<file path="config.mk">
export PLATFORM = sky130hd
export DESIGN_NAME = bowling_scoreboard
export DESIGN_NICKNAME = d
export VERILOG_FILES = /design/src/rtl/bowling_pkg.sv /design/src/rtl/score_hex3.sv /design/src/rtl/bowling_scoreboard.sv
export SDC_FILE = /design/constraint.sdc
export NUM_CORES = 1
export LEC_CHECK = 0
export CELL_PAD_IN_SITES_DETAIL_PLACEMENT = 0
export CELL_PAD_IN_SITES_GLOBAL_PLACEMENT = 1
export CORE_ASPECT_RATIO = 0.9
export CORE_MARGIN = 2
export CORE_UTILIZATION = 40
export DETAILED_ROUTE_END_ITERATION = 8
export HOLD_SLACK_MARGIN = 0.05
export PLACE_DENSITY_LB_ADDON = 0.05
export RECOVER_POWER = 100
export SYNTH_ARGS = -nofsm -noshare
export SYNTH_HDL_FRONTEND = slang
export SYNTH_HIERARCHICAL = 1
export SYNTH_SLANG_ARGS = --single-unit
export TNS_END_PERCENT = 1
</file>
<file path="constraint.sdc">
create_clock -name CLOCK_50 -period 11.8 [get_ports CLOCK_50]
set_input_delay 1.18 -clock CLOCK_50 [delete_from_list [all_inputs] [get_ports CLOCK_50]]
set_output_delay 1.18 -clock CLOCK_50 [all_outputs]
set_load 0.005 [all_outputs]
</file>
<file path="src/rtl/bowling_pkg.sv">
`default_nettype none
// ============================================================================
//  Module      : bowling_pkg
//  Description : Shared types and constants for the bowling scorer: FSM state
//                encoding, pin/score widths and active-low seven-segment
//                digit patterns (bit order gfedcba).
//  Revision    : 1.0 - initial release
// ============================================================================
package bowling_pkg;

    typedef enum logic [1:0] {
        S_ROLL1 = 2'd0,
        S_ROLL2 = 2'd1,
        S_FILL  = 2'd2,
        S_OVER  = 2'd3
    } state_t;

    localparam logic [3:0] PINS      = 4'd10;
    localparam int         SCORE_W   = 9;
    localparam int         MAX_SCORE = 300;

    localparam logic [6:0] SEG_0     = 7'b1000000;
    localparam logic [6:0] SEG_1     = 7'b1111001;
    localparam logic [6:0] SEG_2     = 7'b0100100;
    localparam logic [6:0] SEG_3     = 7'b0110000;
    localparam logic [6:0] SEG_4     = 7'b0011001;
    localparam logic [6:0] SEG_5     = 7'b0010010;
    localparam logic [6:0] SEG_6     = 7'b0000010;
    localparam logic [6:0] SEG_7     = 7'b1111000;
    localparam logic [6:0] SEG_8     = 7'b0000000;
    localparam logic [6:0] SEG_9     = 7'b0010000;
    localparam logic [6:0] SEG_BLANK = 7'b1111111;

    // BCD digit to active-low segment pattern; non-decimal codes go dark.
    function automatic logic [6:0] seg7(input logic [3:0] digit);
        case (digit)
            4'd0:    seg7 = SEG_0;
            4'd1:    seg7 = SEG_1;
            4'd2:    seg7 = SEG_2;
            4'd3:    seg7 = SEG_3;
            4'd4:    seg7 = SEG_4;
            4'd5:    seg7 = SEG_5;
            4'd6:    seg7 = SEG_6;
            4'd7:    seg7 = SEG_7;
            4'd8:    seg7 = SEG_8;
            4'd9:    seg7 = SEG_9;
            default: seg7 = SEG_BLANK;
        endcase
    endfunction

endpackage
`default_nettype wire

</file>
<file path="src/rtl/score_hex3.sv">
`default_nettype none
// ============================================================================
//  Module      : score_hex3
//  Description : Combinational 9-bit binary to three active-low 7-segment
//                digits (hundreds, tens, ones). Hundreds digit is blanked
//                when the value is below 100.
//  Ports       : score [8:0] in  - binary value
//                hex2/hex1/hex0 [6:0] out - hundreds/tens/ones, gfedcba
//  Revision    : 1.0 - initial release
// ============================================================================
module score_hex3
    import bowling_pkg::*;
(
    input  logic [SCORE_W-1:0] score,
    output logic [6:0]         hex2,
    output logic [6:0]         hex1,
    output logic [6:0]         hex0
);

    logic [11:0] bcd;

    // Double-dabble: before each shift, any BCD digit >= 5 gets +3 so that
    // the shift carries correctly into the next decade.
    always_comb begin
        bcd = 12'd0;
        for (int i = SCORE_W - 1; i >= 0; i--) begin
            if (bcd[3:0]  >= 4'd5) bcd[3:0]  = bcd[3:0]  + 4'd3;
            if (bcd[7:4]  >= 4'd5) bcd[7:4]  = bcd[7:4]  + 4'd3;
            if (bcd[11:8] >= 4'd5) bcd[11:8] = bcd[11:8] + 4'd3;
            bcd = {bcd[10:0], score[i]};
        end
    end

    assign hex2 = (bcd[11:8] == 4'd0) ? SEG_BLANK : seg7(bcd[11:8]);
    assign hex1 = seg7(bcd[7:4]);
    assign hex0 = seg7(bcd[3:0]);

endmodule
`default_nettype wire

</file>
<file path="src/rtl/bowling_scoreboard.sv">
`default_nettype none
// ============================================================================
//  Module      : bowling_scoreboard
//  Description : Multi-player ten-pin bowling scorer. Accepts one pin count
//                per roll, applies strike/spare bonuses via per-player bonus
//                multipliers, tracks turn/frame progression including the
//                final-frame fill ball, and displays a selected player's
//                running total on three seven-segment digits.
//  Ports       : CLOCK_50, reset (async, active-high), new_game (sync clear)
//                roll_valid/roll_pins/roll_ready/roll_err - roll handshake
//                disp_sel -> disp_score, HEX2..HEX0 (combinational)
//                cur_player, cur_frame, roll_num, game_over - status
//  Revision    : 1.0 - initial release
// ============================================================================
module bowling_scoreboard
    import bowling_pkg::*;
#(
    parameter int NUM_PLAYERS = 2,
    parameter int NUM_FRAMES  = 10
) (
    input  logic               CLOCK_50,
    input  logic               reset,
    input  logic               new_game,
    input  logic               roll_valid,
    input  logic [3:0]         roll_pins,
    output logic               roll_ready,
    output logic               roll_err,
    input  logic [1:0]         disp_sel,
    output logic [SCORE_W-1:0] disp_score,
    output logic [1:0]         cur_player,
    output logic [3:0]         cur_frame,
    output logic [1:0]         roll_num,
    output logic               game_over,
    output logic [6:0]         HEX2,
    output logic [6:0]         HEX1,
    output logic [6:0]         HEX0
);

    // Arrays are always sized for the maximum of four players; slots beyond
    // NUM_PLAYERS are never indexed by cur_player and simply stay zero.
    localparam int         MAXP        = 4;
    localparam logic [1:0] LAST_PLAYER = 2'(NUM_PLAYERS - 1);
    localparam logic [3:0] LAST_FRAME  = 4'(NUM_FRAMES - 1);
    localparam logic [2:0] NP          = 3'(NUM_PLAYERS);

    state_t             state_q, state_d;
    logic [SCORE_W-1:0] score_q [MAXP];
    logic [SCORE_W-1:0] score_d [MAXP];
    logic [1:0]         b1_q [MAXP];
    logic [1:0]         b1_d [MAXP];
    logic               b2_q [MAXP];
    logic               b2_d [MAXP];
    logic [3:0]         standing_q, standing_d;
    logic [3:0]         cur_frame_q, cur_frame_d;
    logic [1:0]         cur_player_q, cur_player_d;
    logic [1:0]         roll_num_q, roll_num_d;
    logic               strike1_q, strike1_d;
    logic               roll_err_q, roll_err_d;

    logic               accept;
    logic               legal;
    logic               final_frame;
    logic               all_down;
    logic               end_turn;
    logic [4:0]         prod;
    logic [3:0]         left_after;
    logic [3:0]         fresh_left;

    assign roll_ready  = (state_q != S_OVER);
    assign accept      = roll_valid && roll_ready;
    assign legal       = (roll_pins <= standing_q);
    assign final_frame = (cur_frame_q == LAST_FRAME);
    assign all_down    = (roll_pins == PINS);
    // b1 is at most 2, so the weighted pin count never exceeds 30.
    assign prod        = {1'b0, roll_pins} * ({3'b000, b1_q[cur_player_q]} + 5'd1);
    assign left_after  = standing_q - roll_pins;
    assign fresh_left  = PINS - roll_pins;

    always_ff @(posedge CLOCK_50 or posedge reset) begin
        if (reset) begin
            state_q      <= S_ROLL1;
            for (int i = 0; i < MAXP; i++) begin
                score_q[i] <= '0;
                b1_q[i]    <= 2'd0;
                b2_q[i]    <= 1'b0;
            end
            standing_q   <= PINS;
            cur_frame_q  <= 4'd0;
            cur_player_q <= 2'd0;
            roll_num_q   <= 2'd0;
            strike1_q    <= 1'b0;
            roll_err_q   <= 1'b0;
        end else begin
            state_q      <= state_d;
            for (int i = 0; i < MAXP; i++) begin
                score_q[i] <= score_d[i];
                b1_q[i]    <= b1_d[i];
                b2_q[i]    <= b2_d[i];
            end
            standing_q   <= standing_d;
            cur_frame_q  <= cur_frame_d;
            cur_player_q <= cur_player_d;
            roll_num_q   <= roll_num_d;
            strike1_q    <= strike1_d;
            roll_err_q   <= roll_err_d;
        end
    end

    always_comb begin
        state_d      = state_q;
        score_d      = score_q;
        b1_d         = b1_q;
        b2_d         = b2_q;
        standing_d   = standing_q;
        cur_frame_d  = cur_frame_q;
        cur_player_d = cur_player_q;
        roll_num_d   = roll_num_q;
        strike1_d    = strike1_q;
        roll_err_d   = 1'b0;
        end_turn     = 1'b0;

        if (new_game) begin
            state_d      = S_ROLL1;
            for (int i = 0; i < MAXP; i++) begin
                score_d[i] = '0;
                b1_d[i]    = 2'd0;
                b2_d[i]    = 1'b0;
            end
            standing_d   = PINS;
            cur_frame_d  = 4'd0;
            cur_player_d = 2'd0;
            roll_num_d   = 2'd0;
            strike1_d    = 1'b0;
        end else if (accept && !legal) begin
            roll_err_d = 1'b1;
        end else if (accept) begin
            score_d[cur_player_q] = score_q[cur_player_q] + {4'b0000, prod};

            // b1 weights the next roll, b2 the one after; consuming a roll
            // shifts b2 into b1 and adds any bonus this roll earns.
            if (final_frame) begin
                b1_d[cur_player_q] = {1'b0, b2_q[cur_player_q]};
                b2_d[cur_player_q] = 1'b0;
            end else if (state_q == S_ROLL1 && all_down) begin
                b1_d[cur_player_q] = {1'b0, b2_q[cur_player_q]} + 2'd1;
                b2_d[cur_player_q] = 1'b1;
            end else if (state_q == S_ROLL2 && roll_pins == standing_q) begin
                b1_d[cur_player_q] = {1'b0, b2_q[cur_player_q]} + 2'd1;
                b2_d[cur_player_q] = 1'b0;
            end else begin
                b1_d[cur_player_q] = {1'b0, b2_q[cur_player_q]};
                b2_d[cur_player_q] = 1'b0;
            end

            case (state_q)
                S_ROLL1: begin
                    if (!final_frame) begin
                        if (all_down) begin
                            end_turn = 1'b1;
                        end else begin
                            standing_d = left_after;
                            roll_num_d = 2'd1;
                            state_d    = S_ROLL2;
                        end
                    end else begin
                        strike1_d  = all_down;
                        standing_d = all_down ? PINS : fresh_left;
                        roll_num_d = 2'd1;
                        state_d    = S_ROLL2;
                    end
                end
                S_ROLL2: begin
                    if (!final_frame) begin
                        end_turn = 1'b1;
                    end else if (strike1_q) begin
                        // After a final-frame strike the rack is reset on
                        // another strike, otherwise the fill ball shoots
                        // at what is left.
                        standing_d = all_down ? PINS : fresh_left;
                        roll_num_d = 2'd2;
                        state_d    = S_FILL;
                    end else if (roll_pins == standing_q) begin
                        standing_d = PINS;
                        roll_num_d = 2'd2;
                        state_d    = S_FILL;
                    end else begin
                        end_turn = 1'b1;
                    end
                end
                S_FILL: begin
                    end_turn = 1'b1;
                end
                default: begin
                end
            endcase

            if (end_turn) begin
                standing_d = PINS;
                roll_num_d = 2'd0;
                strike1_d  = 1'b0;
                state_d    = S_ROLL1;
                if (cur_player_q == LAST_PLAYER) begin
                    cur_player_d = 2'd0;
                    if (final_frame) begin
                        state_d = S_OVER;
                    end else begin
                        cur_frame_d = cur_frame_q + 4'd1;
                    end
                end else begin
                    cur_player_d = cur_player_q + 2'd1;
                end
            end
        end
    end

    assign roll_err   = roll_err_q;
    assign cur_player = cur_player_q;
    assign cur_frame  = cur_frame_q;
    assign roll_num   = roll_num_q;
    assign game_over  = (state_q == S_OVER);
    assign disp_score = ({1'b0, disp_sel} < NP) ? score_q[disp_sel] : '0;

    score_hex3 u_hex (
        .score (disp_score),
        .hex2  (HEX2),
        .hex1  (HEX1),
        .hex0  (HEX0)
    );

endmodule
`default_nettype wire
</file>
# ---- Word-level counts from Yosys, hierarchy flattened
# Memory sizes are Yosys's and may differ from the RTL's.
# Cells that the tools add are included.
# W data, S select, Z words.
dict set report word_totals {
  regBits 64
  romBits 336
  in_bits 10
  output_inout_bits 41
  wordCells 191
  n_memories 3
}
dict set report classes {
  n_addsub 16
  n_mul 1
  n_lt_le_gt_ge 14
  eq_ne 13
  mux 101
  n_bitwise 5
  reduce_logical 19
}
# memory depth width rd rd_clocked_by_memory_dff wr line
set mem_list {}
lappend mem_list {{(name not given)} 16 7 1 0 0 bowling_pkg.sv:36} ;# case (digit)
lappend mem_list {{(name not given)} 16 7 1 0 0 bowling_pkg.sv:36}
lappend mem_list {{(name not given)} 16 7 1 0 0 bowling_pkg.sv:36}
# op count
set ops {}
lappend ops {{$mux W4} 30}
lappend ops {{$mux W36} 3}
lappend ops {{$mux W9} 6}
lappend ops {{$mux W8} 6}
lappend ops {{$mux W2} 23}
lappend ops {{$bmux W9 S2} 2}
lappend ops {{$bwmux W36} 1}
lappend ops {{$add A4 B2 Y4 const B} 7}
lappend ops {{$ge A4 B3 Y1 const B} 7}
lappend ops {{$mux W1} 19}
lappend ops {{$demux W9 S2} 1}
lappend ops {{$bwmux W8} 2}
lappend ops {{$ge A3 B3 Y1 const B} 4}
lappend ops {{$add A9 B5 Y9} 1}
lappend ops {{$add A3 B2 Y4 const B} 2}
lappend ops {{$eq A4 B4 Y1 const B} 2}
lappend ops {{$pmux W4 S2} 1}
lappend ops {{$mux W7} 1}
lappend ops {{$ne A2 B2 Y1 const B} 3}
lappend ops {{$not A2 Y3} 2}
lappend ops {{$reduce_and A6 Y1} 1}
lappend ops {{$reduce_bool A2 Y1} 3}
lappend ops {{$reduce_bool A3 Y1} 2}
lappend ops {{$logic_and A1 B1 Y1} 5}
lappend ops {{other kinds (33)} 35}

# ---- Depth between registers and ports, before layout
dict set report depth {
  depth_word 19
  mapped_depth 35
}

# ---- Modules after synthesis
# The synthesis kept the hierarchy.
# mod instances cells_each area_each_um2 seq_area_each_um2
set by_module_without_submodules {}
lappend by_module_without_submodules {bowling_scoreboard 1 367 3881.2 1554.0}
lappend by_module_without_submodules {score_hex3 1 310 2130.8 0.0}

# ---- Worst setup path before layout
# OpenSTA, ideal clock, no wires.
dict set report synth_path {
  path_type {input to output}
  from {in disp_sel[0]}
  to {out HEX1[3]}
  t_arrival_ns 7.921
  path_slack_ns 2.699
  cell_stages 34
  n_path_buf 4
  cell_sequence {clkbuf_1 mux2i_1 nor2_1 buf_6 inv_1 ha_1 or2_2 a21oi_1 ha_1 nand2b_1 o211ai_2 a211oi_2 inv_1 ha_1 clkbuf_1 nand2b_1 nand2_1 mux2i_1 clkbuf_1 ha_1 o21ai_0 nor2_1 a21oi_1 ha_1 o21ai_0 a21oi_1 a222oi_1 o21a_1 o21ai_0 nand2_1 o21ai_0 ha_1 or4_1 nand4_1}
}
dict set report synth_between {
  elab_chain_cells 18
  elab_cells_between_ends 34
}
# item line
set synth_rtl {}
lappend synth_rtl {{start: declaration} bowling_scoreboard.sv:28} ;# input logic [1:0] disp_sel,
lappend synth_rtl {{$not A2 Y3 (not written as such)} bowling_scoreboard.sv:221} ;# assign disp_score = ({1'b0, disp_sel} < NP) ? score_q[disp_sel] : '0;
lappend synth_rtl {{$bmux W9 S2} bowling_scoreboard.sv:221}
lappend synth_rtl {{$mux W9 (not written as such) (2 in series)} bowling_scoreboard.sv:221}
lappend synth_rtl {{$mux W9 (*)} bowling_scoreboard.sv:221}
lappend synth_rtl {{net disp_score[7]} bowling_scoreboard.sv:29} ;# output logic [SCORE_W-1:0] disp_score,
lappend synth_rtl {{$add A3 B2 Y4 / $ge A3 B3 Y1 (equally long branches)} score_hex3.sv:27} ;# if (bcd[3:0] >= 4'd5) bcd[3:0] = bcd[3:0] + 4'd3;
lappend synth_rtl {{$mux W4 (*)} score_hex3.sv:27}
lappend synth_rtl {{$add A4 B2 Y4 / $ge A4 B3 Y1 (equally long branches)} score_hex3.sv:27}
lappend synth_rtl {{(+2 left out)} -}
lappend synth_rtl {{$mux W4} score_hex3.sv:27}
lappend synth_rtl {{$add A4 B2 Y4, or another cell as far along} score_hex3.sv:27}
lappend synth_rtl {{$mux W4, on equally long branches} {score_hex3.sv:27, score_hex3.sv:28}}
lappend synth_rtl {{$add A4 B2 Y4, or another cell as far along} score_hex3.sv:27}
lappend synth_rtl {{$mux W4, on equally long branches} {score_hex3.sv:27, score_hex3.sv:28}}
lappend synth_rtl {{$add A4 B2 Y4, or another cell as far along} score_hex3.sv:27}
lappend synth_rtl {{$mux W4, on equally long branches} {score_hex3.sv:27, score_hex3.sv:28}}
lappend synth_rtl {{$mem_v2 Z16 W7 (*)} -}
lappend synth_rtl {{end: declaration} bowling_scoreboard.sv:35} ;# output logic [6:0] HEX1,
# The timed path passes the listed nets; every way through them passes the cells marked *. The select of a mux whose other input is x is not followed.

# ---- Final worst setup path
dict set report layout_path {
  from {in disp_sel[0]}
  to {out HEX1[3]}
}
dict set report layout_between {
  elab_chain_cells 18
  elab_cells_between_ends 34
}
# item line
set layout_rtl {}
lappend layout_rtl {{$not A2 Y3 (not written as such)} bowling_scoreboard.sv:221}
lappend layout_rtl {{$bmux W9 S2} bowling_scoreboard.sv:221}
lappend layout_rtl {{$mux W9 (not written as such) (2 in series)} bowling_scoreboard.sv:221}
lappend layout_rtl {{$mux W9 (*)} bowling_scoreboard.sv:221}
lappend layout_rtl {{$add A3 B2 Y4 / $ge A3 B3 Y1 (equally long branches)} score_hex3.sv:27}
lappend layout_rtl {{$mux W4} score_hex3.sv:27}
lappend layout_rtl {{$add A4 B2 Y4 / $ge A4 B3 Y1 (equally long branches)} score_hex3.sv:27}
lappend layout_rtl {{$mux W4} score_hex3.sv:27}
lappend layout_rtl {{$add A4 B2 Y4 / $ge A4 B3 Y1 (equally long branches)} score_hex3.sv:27}
lappend layout_rtl {{$mux W4} score_hex3.sv:27}
lappend layout_rtl {{$add A4 B2 Y4, or another cell as far along} score_hex3.sv:27}
lappend layout_rtl {{$mux W4, on equally long branches} {score_hex3.sv:27, score_hex3.sv:28}}
lappend layout_rtl {{$add A4 B2 Y4, or another cell as far along} score_hex3.sv:28} ;# if (bcd[7:4] >= 4'd5) bcd[7:4] = bcd[7:4] + 4'd3;
lappend layout_rtl {{$mux W4, on equally long branches} {score_hex3.sv:28, score_hex3.sv:27}}
lappend layout_rtl {{$add A4 B2 Y4, or another cell as far along} score_hex3.sv:28}
lappend layout_rtl {{$mux W4, on equally long branches} {score_hex3.sv:28, score_hex3.sv:27}}
lappend layout_rtl {{$mem_v2 Z16 W7 (*)} -}
# Every way passes the cells marked *; elsewhere a longest branch is shown, timed or not. The select of a mux whose other input is x is not followed.

==> reports/results.txt <==
Clk Latency, worst-skew pair -> 0.34 ns
Max Freq -> 0.09080 GHz
Pleak -> 0.002879 uW
CP Capture Type -> output pin
Synth Register Bits -> 62
total global routing track utilization -> 20.51%
synth-to-layout area growth -> 13.92%
Root Driver -> clkbuf_16
Pins Over Slew Limit -> 88
worst slew pin tran -> 3.289 ns
Post-DRT Antenna Nets -> 0
# DRC -> 0
gr ovfl total -> 0
CTS buffer count -> 9
setup_tns -> 0 ns
Initial Util -> 40.86%
I/O pin total -> 51
Power, Total -> 897.2 uW
htree depth -> 3
Max stage delay on crit path -> 0.56 ns
die width -> 133.2 um
area leader, netlist -> dfrtp_1
cts repair resizes -> 0
sequential element share of the synthesized area -> 25.85%
failing checks -> max-capacitance violations, max-slew violations
worst-path maximum fanout -> 13
hold path depth -> 2
RePlAce Congestion -> 0.8754
Final Util -> 46.55%
1st-iter DRT viols -> 383
WP data required -> 10.62 ns
routed wire length -> 16120 um
Crit Path Class -> in2out
FF/Latch Area -> 1554 um2
fin area -> 6849 um2
hold path startpoint -> roll_num[0]
RSZ-0062 raised after global routing -> no
R2R Setup Slk -> 7.02 ns
die height -> 120.3 um
post-synthesis cell area -> 6012 um2
Placed Area -> 6610 um2
Hold Crit Class -> reg2reg
synth unique cells -> 100
Worst EP arrival -> 9.83 ns
row count -> 42
CTS Hold Bufs -> 0
Via density -> 6.009
slew margin rel. -> -119.3%
CP startpoint -> disp_sel[0]
Startpoint Class -> input port
DR WL/cell -> 17.82 um
CP dominant cell by count -> ha_1
Synth top cells by count -> dfrtp_1, nor2_1, nand2_1, a22o_1, a21oi_1
Yosys warnings -> 6
top-area cell type share of the netlist area -> 24.97%
Post-Syn Instances -> 677
vias in the first global route -> 5172
Layout fillers -> 1419
fin crit share -> 93.34%
Die Area -> 16030 um2
initial antenna violation count -> 0
Async SR Flop Fraction -> 100.0%
Worst Reg-to-Reg Cells -> 15
Vias -> 5438
layout cells sized above 1 -> 9.335%
RR Startpoint -> cur_player[1]
Hold Violations, Final -> 0
status -> finished, violations left
total nets after synthesis -> 725
CTS tree -> yes
Core Box Area -> 14710 um2
diode count -> 0
mean post-synth cell area -> 8.880 um2
number of synthesized flops with an enable pin -> 0
CTS Sinks -> 62
top_reg_cell synth -> dfrtp_1
Final setup viols -> 0
first-pass GRT wire length -> 26910 um
Final nets -> 750
Pre-antenna DRT Iters -> 5
# Post-CTS Setup Buffers -> 0
Area contributors post-synth -> dfrtp_1, ha_1, a22o_1, mux4_2, nor2_1
area of the multi-input gates -> 4053 um2
P per Cell Area -> 131.0 nW/um2
top-count cell post-synth -> dfrtp_1
slowest cell on the critical path -> dlygate4sd3_1
minimum clock period after layout -> 11.01 ns
clock-pin slew on the worst setup and hold paths -> 0.05 ns
highest ir drop seen on vdd -> 88.68 uV
Final Skew -> 0.007629 ns
largest net degree at the start of global routing -> 63
maximum root-to-sink buffer count -> 2
DP HPWL -> 11800 um
max_cap viols -> 3
IO buf count -> 50
==> where the power goes <==
| group | total, uW | internal (uW) | switching (uW) |
|---|---|---|---|
| Sequential | 272 | 239 | 33.8 |
| Combinational | 359 | 157 | 202 |
| Clock | 266 | 169 | 96.6 |
| Total | 897 | 564 | 333 |
==> flip-flops by register name, summed over array words and instances (netlist names) <==
signal and cells:
b1_q 8, b2_q 4, cur_frame 4, cur_player 2, roll_err 1, roll_num 2
score_q 34, standing_q 4, state_q 2, strike1_q 1
==> cell type report <==
class | instances | area share [%]
clock buffers | 11 | 3.544
clock inverters | 5 | 0.8221
inverters | 33 | 1.809
multi-input cells | 534 | 59.17
flip-flops and latches | 62 | 22.69
well taps | 198 | 3.617
repair buffers | 62 | 8.349
==> cell families after synthesis <==
| kind of cell | synth area share, % |
|---|---|
| AO/OA/AOI/OAI | 32.13 |
| multiplexers | 7.388 |
| AND/OR/NAND/NOR | 17.17 |
| XOR/XNOR | 2.622 |
| flip-flops | 25.85 |
| adder cells (fa/ha/maj) | 8.699 |
| buffers and inverters | 6.140 |
==> routing by layer <==
metal	wire, um	up-vias	GRT usage (%)
li1	-	2636	-
met1	7580	2621	28.50
met2	7530	161	33.23
met3	773	20	2.558
met4	240	0	6.981
met5	0	-	0
==> path summary, 6_finish.rpt <==
kind,to
worst max-delay path,HEX1[3]
worst min-delay path,roll_num[0]
worst max register to register,score_q[15]
worst min register to register,roll_num[0]
max in group asynchronous,score_q[6]
min in group asynchronous,standing_q[2]
==> worst max-delay path, delay by kind of cell <==
| family | cells | cell delay (ns) |
|---|---|---|
| AOI/OAI and AO/OA | 11 | 2.69 |
| and+or+nand+nor | 8 | 2.31 |
| muxes | 2 | 0.61 |
| buffers and inverters | 6 | 1.68 |
| adders and majority gates | 5 | 1.36 |
==> stage by stage <==
step,instances,hold WS [ns],setup slack (ns)
floorplan,677,0.4433,2.699
global placement,889,0.4601,1.309
detailed placement,889,0.4790,0.9173
CTS,905,0.4900,0.8998
global route,905,0.5105,0.1041
finish,905,0.4774,0.7862
==> layout by cell type, fill, tap and decap left out, types with 4 or more instances in the layout <==
cell type,n
mux4_2,10
o22ai_1,5
a31oi_1,9
fa_1,5
and3_1,5
clkbuf_16,9
nor2b_1,15
a21oi_1,36
or3_1,13
o31ai_1,7
nand2b_1,11
o211ai_1,9
nand4_1,4
nand2_1,44
xor2_1,5
clkdlybuf4s50_1,26
o21ai_1,6
a22o_1,37
xnor2_1,13
nor2_1,50
a211o_1,5
nor3_1,18
buf_4,7
o21ai_0,37
a31o_2,5
a211oi_1,10
or2_2,4
o21a_1,9
dlygate4sd3_1,24
mux2i_1,14
a32o_1,4
ha_1,33
clkbuf_1,6
nand3_1,12
o21bai_1,4
a21o_1,5
inv_1,31
dfrtp_1,60
(Power assumes the default switching activity.)
